`src/rtl/decode_regfile_pkg.sv`:
```
// Shared constants for the Decode-side integer register file.
// The optional write-first bypass is selected by the RF_WR_BYPASS_EN macro.
package decode_regfile_pkg;

    localparam int RF_XLEN  = 32;
    localparam int RF_IDX_W = 5;

    localparam logic [0:0] ST_INIT  = 1'b0;
    localparam logic [0:0] ST_READY = 1'b1;

endpackage

```
`src/rtl/decode_regfile_init_ctrl.sv`:
```
// Post-reset init walk: zeroes every register entry once, then reports ready.
// The walk restarts from entry 0 whenever reset is reasserted.
module decode_regfile_init_ctrl
    import decode_regfile_pkg::*;
#(
    parameter int ADDR_W = RF_IDX_W
) (
    input  logic              clk,
    input  logic              rst_n,
    output logic              o_init_we,
    output logic [ADDR_W-1:0] o_init_addr,
    output logic              o_ready
);

    localparam logic [ADDR_W:0] LAST_IDX = {1'b0, {ADDR_W{1'b1}}};

    logic [0:0]      r_state;
    logic [ADDR_W:0] r_cnt;
    logic            r_ready;

    always_ff @(posedge clk or negedge rst_n) begin
        if (!rst_n) begin
            r_state <= ST_INIT;
            r_cnt   <= '0;
            r_ready <= 1'b0;
        end else if (r_state == ST_INIT) begin
            r_cnt <= r_cnt + 1'b1;
            if (r_cnt == LAST_IDX) begin
                r_state <= ST_READY;
                r_ready <= 1'b1;
            end
        end
    end

    assign o_init_we   = (r_state == ST_INIT);
    assign o_init_addr = r_cnt[ADDR_W-1:0];
    assign o_ready     = r_ready;

endmodule

```
`src/rtl/decode_regfile.sv`:
```
// Integer register file: Writeback write port, two registered Decode read ports, x0 = 0.
// Define RF_WR_BYPASS_EN for write-first same-cycle reads; default is read-first.
module decode_regfile
    import decode_regfile_pkg::*;
#(
    parameter int DATA_W = RF_XLEN,
    parameter int ADDR_W = RF_IDX_W
) (
    input  logic              clk,
    input  logic              rst_n,
    input  logic              i_rf_wr,
    input  logic [ADDR_W-1:0] i_rf_rd,
    input  logic [DATA_W-1:0] i_rf_data,
    input  logic              i_rd_req,
    input  logic [ADDR_W-1:0] i_rs1,
    input  logic [ADDR_W-1:0] i_rs2,
    input  logic              i_stall,
    output logic              o_rf_ready,
    output logic              o_rd_vld,
    output logic [DATA_W-1:0] o_rs1_data,
    output logic [DATA_W-1:0] o_rs2_data
);

    logic [DATA_W-1:0] r_mem [0:2**ADDR_W-1];

    logic              w_init_we;
    logic [ADDR_W-1:0] w_init_addr;
    logic              w_ready;
    logic              w_wb_we;
    logic              w_we;
    logic [ADDR_W-1:0] w_waddr;
    logic [DATA_W-1:0] w_wdata;
    logic              w_accept;
    logic [DATA_W-1:0] w_rs1_val;
    logic [DATA_W-1:0] w_rs2_val;

    decode_regfile_init_ctrl #(
        .ADDR_W (ADDR_W)
    ) u_init_ctrl (
        .clk         (clk),
        .rst_n       (rst_n),
        .o_init_we   (w_init_we),
        .o_init_addr (w_init_addr),
        .o_ready     (w_ready)
    );

    // Writeback is only honoured after the walk; x0 writes never reach the array.
    assign w_wb_we = w_ready & i_rf_wr & (i_rf_rd != '0);
    assign w_we    = w_init_we | w_wb_we;
    assign w_waddr = w_init_we ? w_init_addr : i_rf_rd;
    assign w_wdata = w_init_we ? '0 : i_rf_data;

    always_ff @(posedge clk) begin
        if (w_we) begin
            r_mem[w_waddr] <= w_wdata;
        end
    end

    assign w_accept = i_rd_req & w_ready & ~i_stall;

    always_comb begin
        w_rs1_val = r_mem[i_rs1];
        w_rs2_val = r_mem[i_rs2];
`ifdef RF_WR_BYPASS_EN
        if (w_wb_we && (i_rf_rd == i_rs1)) w_rs1_val = i_rf_data;
        if (w_wb_we && (i_rf_rd == i_rs2)) w_rs2_val = i_rf_data;
`endif
        if (i_rs1 == '0) w_rs1_val = '0;
        if (i_rs2 == '0) w_rs2_val = '0;
    end

    // Stall freezes the whole read side; otherwise valid drops while data holds.
    always_ff @(posedge clk or negedge rst_n) begin
        if (!rst_n) begin
            o_rd_vld   <= 1'b0;
            o_rs1_data <= '0;
            o_rs2_data <= '0;
        end else if (w_accept) begin
            o_rd_vld   <= 1'b1;
            o_rs1_data <= w_rs1_val;
            o_rs2_data <= w_rs2_val;
        end else if (!i_stall) begin
            o_rd_vld   <= 1'b0;
        end
    end

    assign o_rf_ready = w_ready;

endmodule
```
`config.mk`:
```
export PLATFORM = sky130hd
export DESIGN_NAME = decode_regfile
export DESIGN_NICKNAME = d
export VERILOG_FILES = /design/src/rtl/decode_regfile_pkg.sv /design/src/rtl/decode_regfile_init_ctrl.sv /design/src/rtl/decode_regfile.sv
export SDC_FILE = /design/constraint.sdc
export NUM_CORES = 1
export LEC_CHECK = 0
export CORE_MARGIN = 4
export CORE_UTILIZATION = 45
export DETAILED_ROUTE_END_ITERATION = 8
export PLACE_DENSITY = 0.66
export SETUP_SLACK_MARGIN = 0.02
export SLEW_MARGIN = 20
export SYNTH_ARGS = -nofsm -noshare
export SYNTH_HDL_FRONTEND = slang
export SYNTH_SLANG_ARGS = --single-unit
```
`constraint.sdc`:
```
create_clock -name clk -period 5 [get_ports clk]
set_clock_uncertainty 0.1 [all_clocks]
set_input_delay 0.5 -clock clk [delete_from_list [all_inputs] [get_ports clk]]
set_output_delay 0.5 -clock clk [all_outputs]
set_load 0.02 [all_outputs]
```
# Word-level counts from Yosys, hierarchy flattened
# Memories as Yosys holds them, arrays and structs flattened.
# Index checks and enable logic that the tools add are counted.
[word_totals]
register_bits = 73
mem_bits_rw = 1024
input_bits = 52
out_inout_bits = 66
mem_count = 1
[classes]
n_addsub = 1
eq_ne = 2
muxes = 10
n_bitwise = 7
reduce_logical = 4
[memory_table]
columns = ["memory", "words", "word_bits", "rd", "rd_ports_with_merged_regs", "write_ports", "line", "text"]
rows = [
  ["r_mem", 32, 32, 2, 0, 1, "decode_regfile.sv:24", "logic [DATA_W-1:0] r_mem [0:2**ADDR_W-1];"],
]
[op_table]
columns = ["operator", "n"]
rows = [
  ["$mux 32", 3],
  ["$logic_not 5->1", 2],
  ["$add 6x1->6 const B", 1],
  ["$eq 6x5->1 const B", 1],
  ["$mux 1", 6],
  ["$mux 5", 1],
  ["$reduce_bool 5->1", 1],
  ["$and 1x1->1", 4],
  ["$ne 2x1->1 const B", 1],
  ["$not 1->1", 2],
  ["$reduce_and 2->1", 1],
  ["$or 1x1->1", 1],
]

# Longest topological paths before layout
# Gate-level depths: netlist of the first run.
[logic_depth]
depth_word = 5
depth_mapped = 10

# Modules after synthesis
# From an unflattened synthesis of the first run, not the netlist that was laid out.
[hier_totals]
hier_cells = 2603
hier_area_um2 = 50389.6
[modules_own_cells]
columns = ["module", "instances", "cells_each", "area_each_um2", "seq_area_each_um2"]
rows = [
  ["decode_regfile", 1, 2573, 50014.2, 32376.1],
  ["decode_regfile_init_ctrl", 1, 30, 375.4, 200.2],
]

# Least setup slack after synthesis of the first run
# No wires, ideal clock.
[synth_path]
path_type = "register to register"
startpoint = "register u_init_ctrl.r_state"
endpoint = "memory r_mem[22][0] (netlist bit) (enable)"
t_arrival_ps = 2743
t_required_ps = 4479
path_slack_ps = 1736
stages_incl_launch_ff = 6
synth_period_minus_slack_ps = 3264
cell_sequence = "dfrtp_1 clkbuf_1 clkbuf_1 mux2i_1 nand2_1 nor2_1"
[synth_between]
elab_chain_len = 4
[synth_rtl]
columns = ["element", "line", "text"]
rows = [
  ["from (decl)", "decode_regfile_init_ctrl.sv:17", "logic [0:0] r_state;"],
  ["from (signal assigned)", "decode_regfile_init_ctrl.sv:23", "r_state <= ST_INIT;"],
  ["from (signal assigned)", "decode_regfile_init_ctrl.sv:29", "r_state <= ST_READY;"],
  ["$not 1->1", "--", ""],
  ["$or 1x1->1", "decode_regfile.sv:49", "assign w_we = w_init_we | w_wb_we;"],
  ["$mux 1", "decode_regfile.sv:54", "if (w_we) begin"],
  ["$mux 1 (not written as such)", "decode_regfile.sv:55", "r_mem[w_waddr] <= w_wdata;"],
  ["to (decl)", "decode_regfile.sv:24", ""],
]
# Parallel ways exist; a longest one is shown, timed or not.

# Worst setup path after layout of the first run
[layout_path]
startpoint = "register u_init_ctrl.r_state"
endpoint = "memory r_mem[10][24] (netlist bit) (enable)"
# Same word-level chain as after synthesis.

==> impl_metrics.csv, run 1 <==
group,metric,value,unit
status,status,"complete, no violations",
cells_and_area,most-common-layout-cells,"1,024 x edfxtp_1, 372 x mux2i_1, 336 x mux4_2, 113 x clkbuf_16",
worst_setup_path,cp-start-kind,"flip-flop",
worst_setup_path,crit_type,"reg2reg",
worst_setup_path,crit_path_end_kind,"flip-flop",
clocking,cts_tree,"done",
global_route,grt_busiest_layer,"met2",
timing,period_share,0.697,
power_and_ir_drop,worst_ir_drop_vdd,0.245,mV
worst_setup_path,worstPathArrival,3760,ps
min_path,min_path_type,"in2reg",
timing,worst_slew_pin_slew,1150,ps
timing,setup_tns,0,ps
logic_synthesis,synth_seq_cells,1097,
cells_and_area,final_layout_size_suffix_gt1_frac,0.240,
die,initial_core_util,0.453,
global_route,grt_pass1_wl,229,mm
global_route,grt_use_met1,0.372,
clocking,root_buffer,"clkbuf_16",
clocking,clk_latency,710,ps
placed_design,gp_congestion,0.844,
clocking,cts_sinks,1097,
logic_synthesis,synthMuxAreaShare,0.230,
power_and_ir_drop,power_density,360,mW/mm^2
global_route,antenna_found_initial,7,
clocking,cts_resized,0,
timing,hold_viol,0,
logic_synthesis,syn_area,0.0501,mm^2
power_and_ir_drop,comb_power_share,0.095,
routing,vias,30800,
logic_synthesis,yosys.area_share.simple,0.0210,
worst_setup_path,cp_max_fo,23,
timing,min_period,3480,ps
die,die_width,342,um
logic_synthesis,ys_warn_count,0,
clocking,numCtsBuffers,112,
timing,rsz0062_at_grt,"false",
die,core_area,0.111,mm^2
timing,timing.fmax,287,MHz
power_and_ir_drop,p_sw_frac,0.236,
timing,setup_slack,1520,ps
global_route,grt_pass1_vias,31200,
global_route,grt_max_degree,97,
clocking,clockBufferDepth,3,
job,cap_viol_max_count,0,
global_route,use_met3,0.0547,
die,die_y,342,um
power_and_ir_drop,intPower,15.7,mW
routing,routed_wl,162,mm
logic_synthesis,syn_inst,2752,
logic_synthesis,synthXorXnorAreaFrac,0.000875,
power_and_ir_drop,p_seq_frac,0.501,
logic_synthesis,seq_area_frac_synth,0.651,
routing,vias_per_cell,6.90,
logic_synthesis,synth_ff_type,"edfxtp_1",
timing,relSlewSlack,0.232,
clocking,clk_pin_slew_worst_paths,60,ps
timing,setup_viol,0,
power_and_ir_drop,leakage,18.9,nW
logic_synthesis,synthesis.nets,2805,
cells_and_area,finalNetCount,2924,
cells_and_area,final_common_cell,"edfxtp_1",
routing,antenna_left,0,
die,io_pins,118,
logic_synthesis,synth-edff-count,1024,
logic_synthesis,synth-compound-area-share,0.0751,
die,core.rowCount,122,
global_route,grt_overflow,0,
logic_synthesis,async_reset_ff_frac,0.0665,
timing,slew_violations,0,
logic_synthesis,syn_area_per_cell,18.2,um^2
routing,drc,0,
worst_setup_path,critPathRequiredTime,5280,ps
placed_design,dp_slack,1210,ps
logic_synthesis,synthAdderAreaFrac,0.000250,
power_and_ir_drop,power.switching,4.86,mW
logic_synthesis,yosysUniqueCellTypes,50,
placed_design,port_buffers,117,
logic_synthesis,synth_top_family_by_area,"multiplexers",
clocking,clock_tree.htree_level_count,3,
routing,dr.pass1.iters,6,
placed_design,dp_hpwl,97.3,mm
power_and_ir_drop,pwr-share-clk,0.405,
cells_and_area,syn_to_final_growth,14.2,%
global_route,grt.total_usage,0.274,
die,design.die.area,0.117,mm^2
routing,wl_per_cell,36.3,um
global_route,grt.met2_usage,0.431,
routing,drtIter0Drc,4733,
==> stage by stage <==
step | util | hold WS (ps) | instance area, um^2 | instances | power (mW)
after global placement | 0.483 | 361 | 53400 | 4242 | 12.4
final | 0.517 | 348 | 57200 | 4461 | 20.6
after detailed placement | 0.484 | 368 | 53400 | 4243 | 12.4
after CTS | 0.517 | 287 | 57100 | 4457 | 20.6
after global routing | 0.517 | 357 | 57100 | 4458 | 21.1
after floorplan | - | 104 | 50100 | 2752 | 11.5
==> cells by family after synthesis <==
group / after synthesis
AOI/OAI and AO/OA: 485
buffers and inverters: 230
adders and majority gates: 1
DFF: 1097
xor gates and xnor gates: 5
and+or+nand+nor: 208
muxes: 726
==> synth_stat cells, types with 3 or more instances <==
cell,number,area share
a2111oi_0,53,0.0093
a211oi_1,6,0.00090
a21oi_1,48,0.0048
a221oi_1,74,0.013
a22o_1,106,0.019
a22oi_1,24,0.0036
a2bb2oi_1,6,0.0010
and2_1,35,0.0044
buf_1,16,0.0012
buf_2,58,0.0058
buf_4,30,0.0045
buf_6,10,0.0022
clkbuf_1,115,0.0086
dfrtp_1,73,0.036
edfxtp_1,1024,0.61
mux2_2,18,0.0040
mux2i_1,372,0.074
mux4_2,336,0.15
nand2_1,55,0.0041
nand2b_1,4,0.00050
nand3_1,5,0.00050
nor2_1,44,0.0033
nor2b_1,41,0.0051
nor3_1,10,0.0010
o211ai_1,7,0.0010
o21ai_0,10,0.0010
o221ai_1,22,0.0038
o22ai_1,88,0.011
o41ai_1,31,0.0054
or3b_2,3,0.00052
xnor2_1,4,0.00070
==> critical path: stages (launching register included) <==
cell     delay, ps
dfrtp_2        640
nor2b_1        370
a41o_1         200
nand2_1        470
nor2_4         920
buf_4          420
==> what timing repair did <==
action / CTS / global route
endpoints found under the setup margin: 0 / 0
hold endpoints to repair: 43 / 0
buffers inserted: 0 / 0
hold buffers: 1 / 0
==> path summary, 6_finish.rpt <==
path,depth (start not counted),end,start,slack [ps]
max reg2reg,5,r_mem[10][24]$_DFFE_PP_,u_init_ctrl.r_state$_DFF_PN0_,1520
max,5,r_mem[10][24]$_DFFE_PP_,u_init_ctrl.r_state$_DFF_PN0_,1520
min reg2reg,1,u_init_ctrl.r_cnt[5]$_DFFE_PN0N_,u_init_ctrl.r_cnt[5]$_DFFE_PN0N_,380
min in group asynchronous,2,o_rs1_data[30]$_DFFE_PN0P_,rst_n,390
max in group asynchronous,3,o_rs1_data[5]$_DFFE_PN0P_,rst_n,3260
min,4,o_rs2_data[18]$_DFFE_PN0P_,i_rs2[2],350
==> power by group through the flow <==
stage               clock (mW)  sequential (mW)  combinational [mW]
floorplan                    0             10.5                1.03
global placement             0             10.5                1.89
detailed placement           0             10.5                1.92
CTS                       8.39             10.3                1.93
global route              8.81             10.3                2.03
finish                    8.33             10.3                1.94
==> final cells by class <==
class | count | area [um^2]
fill | 8718 | 53400
sequential | 1097 | 32600
multi-input combinational | 1425 | 16700
clock buffer | 171 | 3260
timing repair buffer | 234 | 2320
tap | 1488 | 1860
clock inverter | 42 | 408
antenna | 3 | 7.51
inverter | 1 | 3.75
==> routing by layer <==
| metal | part of all wire | wire [um] |
|---|---|---|
| met3 | 0.11 | 17200 |
| met5 | 0.00040 | 65 |
| met1 | 0.38 | 61300 |
| met4 | 0.044 | 7140 |
| met2 | 0.47 | 76100 |
==> flip-flops by register name, indices dropped and copies added (netlist names) <==
name / cells
o_rd_vld: 1
o_rs1_data: 32
o_rs2_data: 32
r_mem: 1024
u_init_ctrl.o_ready: 1
u_init_ctrl.r_cnt: 6
u_init_ctrl.r_state: 1
(Power assumes the default switching activity.)
==> run 2, diff against run 1 <==
Clock period 5 ns to 3.52 ns, I/O delays scaled along.
==> run 2 against run 1 <==
  * Non-clock buffer count rose by 52
  * Clock power rose by 52%
  * Core utilization rose by 0.96 points
  * Critical endpoint is now r_mem[4][12]$_DFFE_PP_
  * Register-to-register slack got worse by 720 ps
  * Setup slack got worse by 720 ps
  * Via count rose by 1.4%
  * Highest routed layer is now met4
  * Flip-flop and latch count did not move
  * Maximum frequency rose by 28%
  * Clock-buffer cell count fell by 29
  * Critical path depth did not move
  * Cell count rose by 1.1%
==> impl_metrics.csv, run 2 (synthesis results as in run 1) <==
group,metric,value,unit
placed_design,port_buffers,117,
routing,antenna_left,0,
die,die_width,342,um
cells_and_area,largest_reg_flops,1024,
timing,hold_viol,0,
global_route,antenna_found_initial,1,
placed_design,place_inst,4296,
timing,setup_slack,794,ps
power_and_ir_drop,comb_power_share,0.094,
die,io_pins,118,
clocking,clk_pin_slew_worst_paths,60,ps
clocking,clk_latency,700,ps
worst_setup_path,worstPathArrival,3010,ps
timing,rsz0062_at_grt,"false",
placed_design,dp_hpwl,96.6,mm
routing,vias,31200,
cells_and_area,fin_util,0.527,
power_and_ir_drop,power_density,517,mW/mm^2
power_and_ir_drop,intPower,23.2,mW
worst_setup_path,cp_max_fo,24,
routing,vias_per_cell,6.92,
min_path,min_path_type,"in2reg",
placed_design,gp_congestion,0.857,
timing,setup_tns,0,ps
clocking,cts_tree,"done",
timing,slew_violations,0,
global_route,grt.total_usage,0.280,
cells_and_area,final_layout_size_suffix_gt1_frac,0.254,
routing,dr.pass1.iters,6,
cells_and_area,syn_to_final_growth,16.3,%
timing,period_share,0.774,
placed_design,dp_slack,560,ps
timing,worst_slew_pin_slew,1220,ps
power_and_ir_drop,worst_ir_drop_vdd,0.341,mV
timing,relSlewSlack,0.184,
power_and_ir_drop,p_seq_frac,0.485,
clocking,clockBufferDepth,3,
clocking,post_cts_buffers,0,
die,die_y,342,um
cells_and_area,final_common_cell,"edfxtp_1",
global_route,grt_max_degree,59,
timing,timing.fmax,367,MHz
cells_and_area,stdcell_count,4511,
clocking,cts_sinks,1097,
cells_and_area,diodes,0,
routing,wl_per_cell,36.6,um
cells_and_area,max_flop_register,"r_mem",
power_and_ir_drop,power.switching,6.95,mW
routing,drc,0,
clocking,root_buffer,"clkbuf_16",
routing,route.met3.wl,19.8,mm
job,cap_viol_max_count,0,
global_route,grt_pass1_wl,233,mm
clocking,cts_resized,0,
routing,wl_met1,61.9,mm
routing,routed_wl,165,mm
global_route,grt_pass1_vias,31800,
power_and_ir_drop,leakage,19.4,nW
worst_setup_path,crit_type,"reg2reg",
worst_setup_path,crit_path_end_kind,"flip-flop",
die,design.die.area,0.117,mm^2
timing,min_period,2730,ps
worst_setup_path,cp-start-kind,"flip-flop",
die,core_area,0.111,mm^2
die,initial_core_util,0.453,
global_route,grt_overflow,0,
routing,drtIter0Drc,4488,
worst_setup_path,critPathRequiredTime,3800,ps
power_and_ir_drop,p_sw_frac,0.231,
clocking,hold_buffers,1,
routing,met2_length,75.6,mm
die,core.rowCount,122,
clocking,numCtsBuffers,113,
status,status,"complete, no violations",
routing,dr.max_layer_used,"met4",
cells_and_area,nFillCells,8634,
cells_and_area,reg_top3,"r_mem: 1024 flops, o_rs1_data: 32 flops, o_rs2_data: 32 flops",
cells_and_area,most-common-layout-cells,"1,024 x edfxtp_1, 372 x mux2i_1, 336 x mux4_2, 116 x clkbuf_16, 113 x buf_4",
power_and_ir_drop,pwr-share-clk,0.421,
timing,setup_viol,0,
clocking,clock_tree.htree_level_count,3,
cells_and_area,finalNetCount,2977,
==> run 2: cell count changes in the layout (fill, tap and decap cells not counted), sizes merged <==
cell,change
bufinv,+14
clkbuf,-29
buf,+52
diode,-3
clkinv,+12
clkinvlp,+3
inv,+1
==> run 2: area by class of cell <==
class                      instances  area, um^2  share of cell area
clock inverter                    72         888              0.0153
timing repair buffer             286        3140              0.0540
inverter                           1        3.75           0.0000645
tap                             1488        1860              0.0320
sequential                      1097       32600               0.560
multi-input combinational       1425       16700               0.287
clock buffer                     142        3050              0.0524
==> run 2: path summary, 6_finish.rpt <==
check	cells past startpoint	startpoint	slack, ps	to
worst max-delay path	5	u_init_ctrl.r_state$_DFF_PN0_	790	r_mem[4][12]$_DFFE_PP_
worst min register to register	2	o_rd_vld$_DFFE_PN0P_	390	o_rd_vld$_DFFE_PN0P_
max in group asynchronous	3	rst_n	2280	o_rs2_data[26]$_DFFE_PN0P_
worst min-delay path	4	i_rs1[2]	190	o_rs1_data[14]$_DFFE_PN0P_
min in group asynchronous	2	rst_n	200	u_init_ctrl.r_cnt[5]$_DFFE_PN0N_
worst max register to register	5	u_init_ctrl.r_state$_DFF_PN0_	790	r_mem[4][12]$_DFFE_PP_
==> run 2: power groups by stage <==
stage	Sequential, mW	Clock (mW)	Combinational, mW
floorplan	14.9	0	1.46
global placement	14.9	0	2.75
detailed placement	14.9	0	2.78
CTS	14.6	12.8	2.79
global route	14.6	13.4	2.95
finish	14.6	12.7	2.83
==> run 2: worst max-delay path, cell delays in order (launching register included) <==
cell     delay, ps
dfrtp_2        670
mux2i_1        440
and2_1         230
nand2_1        260
nor2_4         450
buf_12         230
==> run 2: per-layer routing <==
layer,GRT usage,vias up
li1,-,12100
met1,0.381,16300
met2,0.435,2324
met3,0.0648,464
met4,0.125,0
met5,0,-
==> run 2: metrics by stage <==
stage	area, um^2	total power [mW]	hold WS, ps
finish	58200	30.1	188
global placement	54300	17.6	357
CTS	58200	30.2	145
floorplan	50100	16.4	-43.6
detailed placement	54300	17.7	378
global route	58200	30.9	197
